==> src/rtl/lsu_controller.sv <==
// -----------------------------------------------------------------------------
// lsu_controller
//
// Load/store sequencer between the execute stage and a word-organized data
// memory. It accepts one RV32I load or store per handshake and decodes funct3.
// Loads get byte/halfword extraction with sign or zero extension. SB/SH are
// done as read-modify-write, because the memory only takes full-word writes.
// Misaligned, out-of-range and illegal-funct3 requests are rejected without
// touching memory.
//
// Ports
//   clk, rst      rising-edge clock; synchronous active-high reset
//   req_valid     request present (sampled only in IDLE)
//   req_ready     high only in IDLE
//   req_we        1 = store, 0 = load
//   req_funct3    RV32I funct3
//   req_addr      byte address
//   req_wdata     store data (low byte/half used for SB/SH)
//   rsp_valid     one-cycle response pulse
//   rsp_rdata     extended load result; 0 for stores and errors
//   rsp_err       request rejected
//   mem_read      memory read enable (mem_rdata is combinational)
//   mem_write     memory write enable (memory writes on the rising edge)
//   mem_addr      word-aligned address
//   mem_wdata     full word to write
//   mem_rdata     memory read data
// -----------------------------------------------------------------------------
module lsu_controller #(
    parameter int unsigned MEM_WORDS = 256
) (
    input  logic        clk,
    input  logic        rst,
    input  logic        req_valid,
    output logic        req_ready,
    input  logic        req_we,
    input  logic [2:0]  req_funct3,
    input  logic [31:0] req_addr,
    input  logic [31:0] req_wdata,
    output logic        rsp_valid,
    output logic [31:0] rsp_rdata,
    output logic        rsp_err,
    output logic        mem_read,
    output logic        mem_write,
    output logic [31:0] mem_addr,
    output logic [31:0] mem_wdata,
    input  logic [31:0] mem_rdata
);

    typedef enum logic [2:0] {
        IDLE,
        LOAD,
        RMW_READ,
        WRITE,
        RESP
    } state_t;

    // One extra bit so the bound check is a true unsigned compare; addresses
    // near 0xFFFFFFFF must never wrap into low memory.
    localparam logic [32:0] ADDR_LIMIT = 33'(MEM_WORDS) * 33'd4;

    state_t      state;
    state_t      state_next;

    logic        we_q;
    logic [2:0]  funct3_q;
    logic [31:0] addr_q;
    logic [31:0] wdata_q;
    logic [31:0] word_q;     // load result, or the word to be written
    logic        err_q;

    logic        req_legal;
    logic        req_misaligned;
    logic        req_out_of_range;
    logic        req_err;

    logic [7:0]  byte_sel;
    logic [15:0] half_sel;
    logic [31:0] load_data;
    logic [31:0] merged;

    // ---------------------------------------------------------------------
    // Request checks (evaluated on the raw request in IDLE)
    // ---------------------------------------------------------------------
    always_comb begin
        // NOTE: every signal assigned in an always_comb gets a default first,
        // so no path can leave it unassigned and infer a latch.
        req_legal      = 1'b0;
        req_misaligned = 1'b0;
        case (req_funct3)
            3'b000, 3'b001, 3'b010: req_legal = 1'b1;
            3'b100, 3'b101:         req_legal = !req_we;  // LBU/LHU have no store form
            default:                req_legal = 1'b0;
        endcase
        // funct3[1:0] encodes the access size: 00 byte, 01 half, 10 word.
        if (req_funct3[1:0] == 2'b01 && req_addr[0])
            req_misaligned = 1'b1;
        if (req_funct3[1:0] == 2'b10 && req_addr[1:0] != 2'b00)
            req_misaligned = 1'b1;
    end

    assign req_out_of_range = ({1'b0, req_addr} >= ADDR_LIMIT);
    assign req_err          = !req_legal || req_misaligned || req_out_of_range;

    // ---------------------------------------------------------------------
    // Load extraction and store merge, both working on the current mem_rdata
    // ---------------------------------------------------------------------
    assign byte_sel = mem_rdata[{addr_q[1:0], 3'b000} +: 8];
    assign half_sel = addr_q[1] ? mem_rdata[31:16] : mem_rdata[15:0];

    always_comb begin
        load_data = mem_rdata;
        case (funct3_q)
            3'b000:  load_data = {{24{byte_sel[7]}}, byte_sel};
            3'b100:  load_data = {24'h0, byte_sel};
            3'b001:  load_data = {{16{half_sel[15]}}, half_sel};
            3'b101:  load_data = {16'h0, half_sel};
            default: load_data = mem_rdata;
        endcase
    end

    always_comb begin
        merged = mem_rdata;
        if (funct3_q[1:0] == 2'b00)
            merged[{addr_q[1:0], 3'b000} +: 8] = wdata_q[7:0];
        else
            merged[{addr_q[1], 4'b0000} +: 16] = wdata_q[15:0];
    end

    // ---------------------------------------------------------------------
    // FSM: state register
    // ---------------------------------------------------------------------
    always_ff @(posedge clk) begin
        // NOTE: sequential state uses non-blocking assignments so every
        // register samples the pre-edge values, independent of block order.
        if (rst)
            state <= IDLE;
        else
            state <= state_next;
    end

    // ---------------------------------------------------------------------
    // FSM: next state and outputs
    // ---------------------------------------------------------------------
    always_comb begin
        state_next = state;
        req_ready  = 1'b0;
        rsp_valid  = 1'b0;
        rsp_rdata  = 32'h0;
        rsp_err    = 1'b0;
        mem_read   = 1'b0;
        mem_write  = 1'b0;
        mem_addr   = 32'h0;
        mem_wdata  = 32'h0;

        case (state)
            IDLE: begin
                req_ready = 1'b1;
                if (req_valid) begin
                    if (req_err)
                        state_next = RESP;
                    else if (!req_we)
                        state_next = LOAD;
                    else if (req_funct3[1:0] == 2'b10)
                        state_next = WRITE;
                    else
                        state_next = RMW_READ;
                end
            end
            LOAD: begin
                mem_read   = 1'b1;
                mem_addr   = {addr_q[31:2], 2'b00};
                state_next = RESP;
            end
            RMW_READ: begin
                mem_read   = 1'b1;
                mem_addr   = {addr_q[31:2], 2'b00};
                state_next = WRITE;
            end
            WRITE: begin
                // Reset in this cycle must suppress the write, not just the
                // state update, or an aborted store would still land.
                mem_write  = !rst;
                mem_addr   = {addr_q[31:2], 2'b00};
                mem_wdata  = word_q;
                state_next = RESP;
            end
            RESP: begin
                rsp_valid  = !rst;
                rsp_err    = err_q;
                rsp_rdata  = (we_q || err_q) ? 32'h0 : word_q;
                state_next = IDLE;
            end
            default: state_next = IDLE;
        endcase
    end

    // ---------------------------------------------------------------------
    // Request latch and data path
    // ---------------------------------------------------------------------
    always_ff @(posedge clk) begin
        if (rst) begin
            we_q     <= 1'b0;
            funct3_q <= 3'b000;
            addr_q   <= 32'h0;
            wdata_q  <= 32'h0;
            word_q   <= 32'h0;
            err_q    <= 1'b0;
        end else begin
            case (state)
                IDLE: begin
                    if (req_valid) begin
                        we_q     <= req_we;
                        funct3_q <= req_funct3;
                        addr_q   <= req_addr;
                        wdata_q  <= req_wdata;
                        // For SW the merged word is simply the store data.
                        word_q   <= req_wdata;
                        err_q    <= req_err;
                    end
                end
                LOAD:     word_q <= load_data;
                RMW_READ: word_q <= merged;
                default:  ;
            endcase
        end
    end

endmodule

==> config.mk <==
export PLATFORM = sky130hd
export DESIGN_NAME = lsu_controller
export DESIGN_NICKNAME = d
export VERILOG_FILES = /design/src/rtl/lsu_controller.sv
export SDC_FILE = /design/constraint.sdc
export NUM_CORES = 1
export LEC_CHECK = 0
export ABC_AREA = 1
export CAP_MARGIN = 20
export CORE_MARGIN = 8
export CORE_UTILIZATION = 50
export CTS_BUF_LIST = sky130_fd_sc_hd__clkbuf_8 sky130_fd_sc_hd__clkbuf_16
export DETAILED_ROUTE_END_ITERATION = 10
export GPL_ROUTABILITY_DRIVEN = 1
export PLACE_DENSITY = 0.94
export REMOVE_ABC_BUFFERS = 1
export SLEW_MARGIN = 20
export SYNTH_ARGS = -nofsm -noshare
export SYNTH_HDL_FRONTEND = slang
export SYNTH_SLANG_ARGS = --single-unit
==> constraint.sdc <==
create_clock -name clk -period 2.9 [get_ports clk]
set_clock_uncertainty 0.05 [all_clocks]
set_input_delay 0.435 -clock clk [delete_from_list [all_inputs] [get_ports clk]]
set_output_delay 0.435 -clock clk [all_outputs]
set_load 0.02 [all_outputs]
# After elaboration in Yosys (flattened, before gate mapping)
# Index checks and enable logic that the tools add are counted.
# word_totals
latchBits	0
mem_bits_ro	0
ram_bits	0
output_inout_bits	101
elab_cells	74
mem_count	0
regBits	88
# op_classes
n_lt_le_gt_ge	1
muxes	24
n_bitwise	0
addsub	2
reduce_logical	21
n_shift	5
div	0
n_eq_ne	14
multipliers	0
# ops
operator	n
$mux 32	6
$pmux 32 s4	1
$pmux 32 s3	1
$bwmux 32	2
$ge 32x11->1 const B	1
$shift 16x7->32 const A	1
$shift 8x7->32 const A	1
$shiftx 16x7->32	1
$shiftx 32x6->8	1
$shiftx 8x7->32	1
$mux 16	1
$eq 3x3->1 const B	5
$neg 5->7	2
$eq 3x1->1 const B	3
$eq 3x2->1 const B	3
$logic_not 3->1	3
$pmux 3 s3	1
$mux 1	8
$mux 3	2
$reduce_or 2->1	3
$reduce_or 3->1	2
$reduce_and 2->1	2
$logic_not 1->1	3
$logic_or 1x1->1	3
other kinds (9)	10

# Depth between registers and ports, before layout
# Gate-level depths: netlist (run 1).
# logic_depth
ltp_word	9
depth_mapped	12

# Worst setup path after synthesis (run 1)
# OpenSTA, ideal clock, no wires.
# synth_timing
path_type	reg-to-reg
from	reg addr_q[1]
to	reg word_q[4]
arrival_ps	1754
stages_incl_launch_ff	12
n_path_buf	2
required_ps	2741
path_slack_ps	987
path_cell_list	dfxtp_1 inv_2 clkbuf_1 ha_1 clkbuf_1 inv_1 a21oi_1 nand2_1 nand3_1 nand3_1 nand2_1 inv_1
# synth_between
elab_chain_len	5
# synth_rtl
item	line_no	text
start: declaration	66	logic [31:0] addr_q;
start signal: assignment	214	addr_q <= req_addr;
$neg 5->7 (on tied branches)	126, 124	
$shiftx 16x7->32 (tied with other cells)	126	merged[{addr_q[1], 4'b0000} +: 16] = wdata_q[15:0];
$bwmux 32 (on tied branches)	126, 124	
$mux 32	123	if (funct3_q[1:0] == 2'b00)
$pmux 32 s3 *	209	case (state)
end signal: assignment	217	word_q <= req_wdata;
end signal: assignment	221	LOAD: word_q <= load_data;
end signal: assignment	222	RMW_READ: word_q <= merged;
end: declaration	68	logic [31:0] word_q;
# Mark *: on every way between the ends. The rest lies on a longest branch, timed or not.
# A chain may end at the register's enable or synchronous reset.

# Worst setup path after layout (run 1)
# layout_timing
from	reg state[0]
to	out mem_wdata[8]
# layout_between
elab_chain_len	2
# layout_rtl
item	line_no	text
start: declaration	61	state_t state;
start signal: assignment	138	state <= state_next;
$eq 3x2->1	155	case (state)
$mux 32	155	
end: declaration	45	output logic [31:0] mem_wdata,
# Every way passes these cells.

==> results of run 1 <==
-- final timing paths --
| path | from | cells past startpoint | endpoint |
|---|---|---|---|
| setup reg to reg | addr_q[1] | 9 | word_q[12] |
| setup / recovery | state[0] | 6 | mem_wdata[8] |
| hold reg to reg | we_q | 2 | we_q |
| hold / removal | we_q | 2 | we_q |
-- power groups by stage --
| stage | combinational, mW | sequential (mW) | clock [mW] |
|---|---|---|---|
| 2_1_floorplan | 0.563 | 1.41 | 0 |
| 3_3_place_gp | 0.951 | 1.40 | 0 |
| 3_5_place_dp | 0.975 | 1.41 | 0 |
| 4_1_cts | 0.988 | 1.38 | 1.15 |
| 5_1_grt | 1.10 | 1.40 | 1.20 |
| 6_report | 1.01 | 1.38 | 1.15 |
-- layer usage --
metal	vias up	global-route usage, %	routed length (um)
met1	3596	32.7	9260
met5	-	0	0
met4	0	13.9	865
met2	488	44.8	11000
li1	3971	-	-
met3	75	5.55	2460
-- logic make-up (layout without fill, tap and decap cells) --
family,after synthesis,in the layout,share of synthesized area (%)
compound gates,238,238,18.7
fa+ha+maj,5,5,0.976
buf+inv,201,362,13.0
flops,88,88,27.5
other cells,1,2,0.0585
simple gates,615,615,39.8
-- registers in the layout (all words and copies together), names as in the netlist --
signal    flops
word_q       32
err_q         1
addr_q       32
funct3_q      3
wdata_q      16
state         3
we_q          1
-- worst max-delay path: cells and delay by family, from the launching register on --
| family | cells | cell delay, ps |
|---|---|---|
| simple gates | 3 | 470 |
| flops | 1 | 430 |
| buf+inv | 3 | 970 |
-- cells in the final DEF, fill, tap and decap left out, drive strengths merged, types with 4 or more instances in the layout --
cell / instances
o211ai: 4
clkbuf: 10
nand2: 232
a21oi: 114
inv: 127
buf: 20
nor3: 32
nor2: 238
nand4: 10
dfxtp: 88
ha: 5
clkdlybuf4s50: 201
o21ai: 120
nand3: 103
-- cell type report --
type                            instances  area share [%]
Inverter                              125            5.35
Multi-Input combinational cell        860            43.7
Tap cell                              172            2.46
Clock inverter                          6           0.571
Clock buffer                           10            2.73
Sequential cell                        88            20.1
Timing Repair Buffer                  221            25.1
==> reports/qor.log, run 1 <==
qor: clock_network.cts.repair.resized 1
qor: pwr.power_report.internal_total 2.32 mW
qor: timing.timing.final.hold_violations 0
qor: logic_synthesis.share_of_flip_flops_with_an_asynchronous_set_or_reset_after_synthesis 0%
qor: global_routing.grt_first_pass_wirelength 36900 um
qor: timing.timing.slew.headroom 56.7%
qor: placed_design.placed_cells 1466
qor: logic_synthesis.yosysSeqAreaShare 27.5%
qor: timing.max_slew.worst_pin.slew 648 ps
qor: logic_synthesis.synth-edff-count 0
qor: pwr.max-vdd-ir-drop 0.245 mV
qor: timing.finalWorstSetupSlack 183 ps
qor: floorplan.die_h 129 um
qor: floorplan.std_cell_rows 41
qor: cells_and_area.final_nets 1413
qor: timing.setup-violations-final 0
qor: timing.grt_setup_unrepaired false
qor: logic_synthesis.synthesis.instances 1148
qor: detailed_routing.drc 0
qor: floorplan.num_ports 204
qor: cells_and_area.flow.area_growth_from_synthesis 36.7%
qor: placed_design.hpwl 16700 um
qor: clock_network.clock_latency 350 ps
qor: timing.finalWorstPathRequiredPeriod 2720 ps
qor: detailed_routing.detail_route.vias_per_cell 5.49
qor: clock_network.numCtsBuffers 9
qor: global_routing.antenna_violations_before_repair 0
qor: pwr.seqPwrFrac 39.1%
qor: cells_and_area.number_of_standard_cells_in_the_layout_taps_in_and_fillers_out 1482
qor: worst_setup_path.crit_arrival 2230 ps
qor: cells_and_area.post_route_cells_drive_above_1_share 4.50%
qor: logic_synthesis.synthMostInstantiatedCell sky130_fd_sc_hd__nor2_1
qor: floorplan.floorplan.die_area 16700 um^2
qor: pwr.power.switching_fraction 34.6%
qor: detailed_routing.via_count 8130
qor: clock_network.clock_tree.root_cell sky130_fd_sc_hd__clkbuf_16
qor: pwr.totalPowerFinal 3.54 mW
qor: placed_design.portBuffers 201
qor: min_path.hp-class flip-flop to flip-flop
qor: clock_network.tritoncts_num_sinks 88
qor: logic_synthesis.synthDistinctLibCells 23
qor: floorplan.initial_util 51.0%
qor: logic_synthesis.netlist_area 6410 um^2
qor: worst_setup_path.worstPathMaxFanout 14
qor: worst_setup_path.nature_of_the_critical_path_endpoint output port
qor: logic_synthesis.synth_common_cells sky130_fd_sc_hd__nor2_1 (233), sky130_fd_sc_hd__nand2_1 (225), sky130_fd_sc_hd__inv_1 (116)
qor: timing.totalNegativeSetupSlack 0 ps
qor: logic_synthesis.netlist_top_cells_area sky130_fd_sc_hd__dfxtp_1 (27%), sky130_fd_sc_hd__nor2_1 (14%), sky130_fd_sc_hd__nand2_1 (13%)
qor: detailed_routing.detailedRoute.firstIterationViolations 922
qor: pwr.comb_power_share 28.5%
qor: clock_network.cts_tree done
qor: global_routing.grt.total_usage 27.1%
qor: detailed_routing.drt-pass1-iter-count 6
qor: worst_setup_path.crit_type flip-flop to output port
qor: global_routing.gr-total-overflow 0
qor: placed_design.dp_worst_setup_slack 280 ps
qor: pwr.switching_power 1.22 mW
qor: cells_and_area.multiInputGateArea 3830 um^2
qor: detailed_routing.avgRoutedWirePerCell 15.9 um
qor: detailed_routing.ant_nets 0
qor: timing.achievable-frequency 368 MHz
qor: placed_design.dpl_cell_area 8470 um^2
qor: pwr.cellLeakagePower 3.57 nW
qor: cells_and_area.core_occupancy_in_the_finished_layout 69.7%
qor: timing.whs 404 ps
qor: worst_setup_path.critPathRequiredTime 2410 ps
qor: clock_network.cts_buffer_depth 2
qor: worst_setup_path.crit_chain inv_1 > nor2_2 > nand2_1 > buf_4 > nor2_1 > clkdlybuf4s50_1
qor: floorplan.coreArea 12600 um^2
qor: worst_setup_path.reg2reg_slack 650 ps
qor: clock_network.postCtsSetupBuffers 0
qor: logic_synthesis.synth_ff_type sky130_fd_sc_hd__dfxtp_1
qor: timing.min_period_over_period 93.7%
qor: global_routing.grt_pass1_vias 7510
qor: timing.maxSlewViolCount 0
qor: logic_synthesis.synth.avg_cell_area 5.58 um^2
qor: run.maxCapViolations 0
qor: floorplan.die_w 129 um
qor: logic_synthesis.yosysTopAreaCell sky130_fd_sc_hd__dfxtp_1
qor: cells_and_area.final-seq-area 1760 um^2
qor: logic_synthesis.ys_seq_elements 88
qor: worst_setup_path.critPathSlowestCell sky130_fd_sc_hd__clkdlybuf4s50_1
qor: pwr.power.density 404 nW/um^2
qor: worst_setup_path.critPathMaxStageDelay 650 ps
qor: cells_and_area.finish.instance_area 8760 um^2
qor: pwr.clockPowerShare 32.4%
qor: clock_network.cts_hold_buffers 0
qor: status.run_status finished, final reports clean
qor: global_routing.grt_max_degree 79
qor: clock_network.clkTransAtPathRegs 70 ps
qor: logic_synthesis.share_of_the_synthesized_area_in_the_top_cell_type 27.5%
qor: clock_network.htree_num_levels 3
qor: placed_design.place.gp.congestion 0.955
qor: cells_and_area.fillcell_total 1018
qor: worst_setup_path.setup.worst_path.start_class flip-flop
qor: cells_and_area.diodes 0
qor: logic_synthesis.yosys_warnings 0
qor: detailed_routing.finalWirelength 23500 um
Power figures use the tool's default switching activity.
==> run 2, diff against run 1 <==
--- a/config.mk
+++ b/config.mk
@@ -7,12 +7,12 @@
 export LEC_CHECK = 0
 export ABC_AREA = 1
 export CAP_MARGIN = 20
-export CORE_MARGIN = 8
-export CORE_UTILIZATION = 50
+export CORE_MARGIN = 3
+export CORE_UTILIZATION = 48
 export CTS_BUF_LIST = sky130_fd_sc_hd__clkbuf_8 sky130_fd_sc_hd__clkbuf_16
 export DETAILED_ROUTE_END_ITERATION = 10
 export GPL_ROUTABILITY_DRIVEN = 1
-export PLACE_DENSITY = 0.94
+export PLACE_DENSITY = 0.91
 export REMOVE_ABC_BUFFERS = 1
 export SLEW_MARGIN = 20
 export SYNTH_ARGS = -nofsm -noshare
==> constraint.sdc (replaced) <==
create_clock -name clk -period 2.6 [get_ports clk]
set_clock_uncertainty 0.05 [all_clocks]
set_input_delay 0.39 -clock clk [delete_from_list [all_inputs] [get_ports clk]]
set_output_delay 0.39 -clock clk [all_outputs]
set_load 0.02 [all_outputs]
==> run 2 against run 1 <==
  * Final cell count is 0.27% higher
  * Clock power is 31% higher
  * Power is 18% higher
  * Highest routed layer unchanged
==> reports/qor.log, run 2 (synthesized netlist as in run 1, its figures left out) <==
qor: status.run_status finished, final reports clean [unchanged]
qor: detailed_routing.detail_route.vias_per_cell 5.49 [about the same]
qor: floorplan.coreArea 12800 um^2 [was 12600 um^2]
qor: placed_design.dpl_cell_area 8480 um^2 [was 8470 um^2]
qor: floorplan.std_cell_rows 41 [unchanged]
qor: cells_and_area.fillcell_total 1116 [was 1018]
qor: worst_setup_path.reg2regPathDepth 9 [unchanged]
qor: placed_design.place.gp.congestion 0.939 [was 0.955]
qor: placed_design.portBuffers 201 [unchanged]
qor: clock_network.clock_latency 350 ps [about the same]
qor: timing.finalWorstSetupSlack 98.7 ps [was 183 ps]
qor: pwr.power.density 473 nW/um^2 [was 404 nW/um^2]
qor: cells_and_area.final_nets 1417 [was 1413]
qor: floorplan.die_h 122 um [was 129 um]
qor: worst_setup_path.nature_of_the_critical_path_endpoint output port [unchanged]
qor: timing.finalWorstPathRequiredPeriod 2500 ps
qor: placed_design.hpwl 15400 um [was 16700 um]
qor: clock_network.numCtsBuffers 9 [unchanged]
qor: floorplan.initial_util 50.0% [was 51.0%]
qor: cells_and_area.layout.cells.most_common_list sky130_fd_sc_hd__nor2_1 (232), sky130_fd_sc_hd__nand2_1 (225), sky130_fd_sc_hd__clkdlybuf4s50_1 (176) [was sky130_fd_sc_hd__nor2_1 (232), sky130_fd_sc_hd__nand2_1 (225), sky130_fd_sc_hd__clkdlybuf4s50_1 (201)]
qor: worst_setup_path.setup.worst_path.start_class flip-flop [unchanged]
qor: detailed_routing.avgRoutedWirePerCell 15.1 um [was 15.9 um]
qor: detailed_routing.drt-pass1-iter-count 5 [was 6]
qor: cells_and_area.multiInputGateArea 3840 um^2 [was 3830 um^2]
qor: clock_network.clock_tree.root_cell sky130_fd_sc_hd__clkbuf_16 [unchanged]
qor: clock_network.htree_num_levels 3 [unchanged]
qor: min_path.hp-class flip-flop to flip-flop [unchanged]
qor: run.maxCapViolations 0 [unchanged]
qor: timing.whs 402 ps [was 404 ps]
qor: cells_and_area.layout_top_registers addr_q x32, word_q x32, wdata_q x16 [unchanged]
qor: floorplan.floorplan.die_area 14800 um^2 [was 16700 um^2]
qor: global_routing.grt_pass1_vias 7275 [was 7510]
qor: cells_and_area.diodes 0 [unchanged]
qor: detailed_routing.drc 0 [unchanged]
qor: pwr.max-vdd-ir-drop 0.320 mV [was 0.245 mV]
qor: clock_network.clkTransAtPathRegs 70 ps [about the same]
qor: timing.achievable-frequency 400 MHz
qor: worst_setup_path.crit_type flip-flop to output port [unchanged]
qor: floorplan.die_w 122 um [was 129 um]
qor: clock_network.cts_hold_buffers 0 [unchanged]
qor: worst_setup_path.critPathRequiredTime 2160 ps [was 2410 ps]
qor: worst_setup_path.worstPathMaxFanout 13 [was 14]
qor: global_routing.gr-total-overflow 0 [unchanged]
qor: detailed_routing.detailedRoute.firstIterationViolations 1061 [was 922]
qor: timing.maxSlewViolCount 0 [unchanged]
qor: clock_network.tritoncts_num_sinks 88 [unchanged]
qor: clock_network.cts_tree done [unchanged]
qor: detailed_routing.ant_nets 0 [unchanged]
qor: timing.timing.slew.headroom 59.5% [was 56.7%]
qor: cells_and_area.mostFrequentLayoutCell sky130_fd_sc_hd__nor2_1 [unchanged]
qor: placed_design.dp_worst_setup_slack 18.6 ps [was 280 ps]
qor: detailed_routing.via_count 8154 [was 8130]
qor: cells_and_area.flow.area_growth_from_synthesis 37.9% [was 36.7%]
qor: floorplan.num_ports 204 [unchanged]
qor: cells_and_area.finish.instance_area 8840 um^2 [was 8760 um^2]
qor: global_routing.grt_first_pass_wirelength 35500 um [was 36900 um]
qor: timing.setup-violations-final 0 [unchanged]
qor: timing.timing.final.hold_violations 0 [unchanged]
qor: worst_setup_path.crit_arrival 2060 ps [was 2230 ps]
qor: detailed_routing.finalWirelength 22400 um [was 23500 um]
qor: timing.min_period_over_period 96.2%
qor: global_routing.antenna_violations_before_repair 0 [unchanged]
qor: cells_and_area.core_occupancy_in_the_finished_layout 68.9% [was 69.7%]
qor: pwr.cellLeakagePower 3.78 nW [was 3.57 nW]
qor: timing.max_slew.worst_pin.slew 608 ps [was 648 ps]
qor: cells_and_area.final-seq-area 1760 um^2 [about the same]
qor: global_routing.grt_max_degree 61 [was 79]
qor: clock_network.cts_buffer_depth 2 [unchanged]
qor: global_routing.grt.total_usage 29.3% [was 27.1%]
qor: cells_and_area.post_route_cells_drive_above_1_share 4.79% [was 4.50%]
qor: pwr.totalPowerFinal 4.18 mW [was 3.54 mW]
qor: min_path.whs_path_depth 2 [unchanged]
## run 2: cell types whose count changed in the layout (fill, tap and decap cells not counted)
cell,change
sky130_fd_sc_hd__bufinv_16,+3
sky130_fd_sc_hd__inv_6,-2
sky130_fd_sc_hd__nor2_2,-1
sky130_fd_sc_hd__clkinv_2,+1
sky130_fd_sc_hd__clkdlybuf4s50_1,-25
sky130_fd_sc_hd__clkinv_4,-1
sky130_fd_sc_hd__clkinvlp_4,-2
sky130_fd_sc_hd__dlygate4sd2_1,+23
sky130_fd_sc_hd__nor2_4,+2
sky130_fd_sc_hd__dfxtp_2,+1
sky130_fd_sc_hd__buf_4,+3
sky130_fd_sc_hd__dlymetal6s2s_1,+2
sky130_fd_sc_hd__inv_1,+1
sky130_fd_sc_hd__dfxtp_1,-1
## run 2: metal layers
metal,GRT usage (%),part of all wire [%],vias up
met5,0,0,-
met4,10.6,2.4,0
met3,4.78,9.9,48
met2,47.5,47,463
met1,39.4,41,3644
li1,-,-,3999
## run 2: through the flow
stage / setup TNS [ps] / std cells
after detailed placement: 0 / 1467
after floorplan: -21600 / 1073
final: 0 / 1486
after CTS: -9.31 / 1483
after global placement: 0 / 1467
after global routing: -1.38 / 1486
## run 2: critical path, stage by stage (launching register included)
cell and delay (ps):
sky130_fd_sc_hd__dfxtp_1 440, sky130_fd_sc_hd__inv_1 130, sky130_fd_sc_hd__nor2_4 140, sky130_fd_sc_hd__nand2_1 90
sky130_fd_sc_hd__buf_4 200, sky130_fd_sc_hd__nor2_1 100, sky130_fd_sc_hd__clkdlybuf4s50_1 600
## run 2: what timing repair did
item                                    in CTS  in global routing
gates cloned                                 0                  1
gates resized for setup                     24                  5
pin swaps                                    0                  2
endpoints found under the setup margin      31                 40
buffers inserted                             0                  2
## run 2: worst paths after layout
path | from | endpoint | slack (ps)
worst max-delay path | state[0] | mem_wdata[13] | 100
worst min-delay path | addr_q[9] | addr_q[9] | 400
worst max register to register | addr_q[0] | word_q[11] | 380
worst min register to register | addr_q[9] | addr_q[9] | 400
## run 2: layout make-up
class	instances	area share (%)
Clock buffer	10	2.70
Multi-Input combinational cell	861	43.5
Tap cell	172	2.44
Clock inverter	6	1.22
Timing Repair Buffer	224	24.9
Inverter	125	5.31
Sequential cell	88	20.0
## run 2: where the power goes
part	internal [mW]	leakage [nW]	total, mW	switching, mW
Sequential	1.47	0.731	1.55	0.0756
Clock	0.962	0.174	1.51	0.550
Combinational	0.431	2.88	1.12	0.689
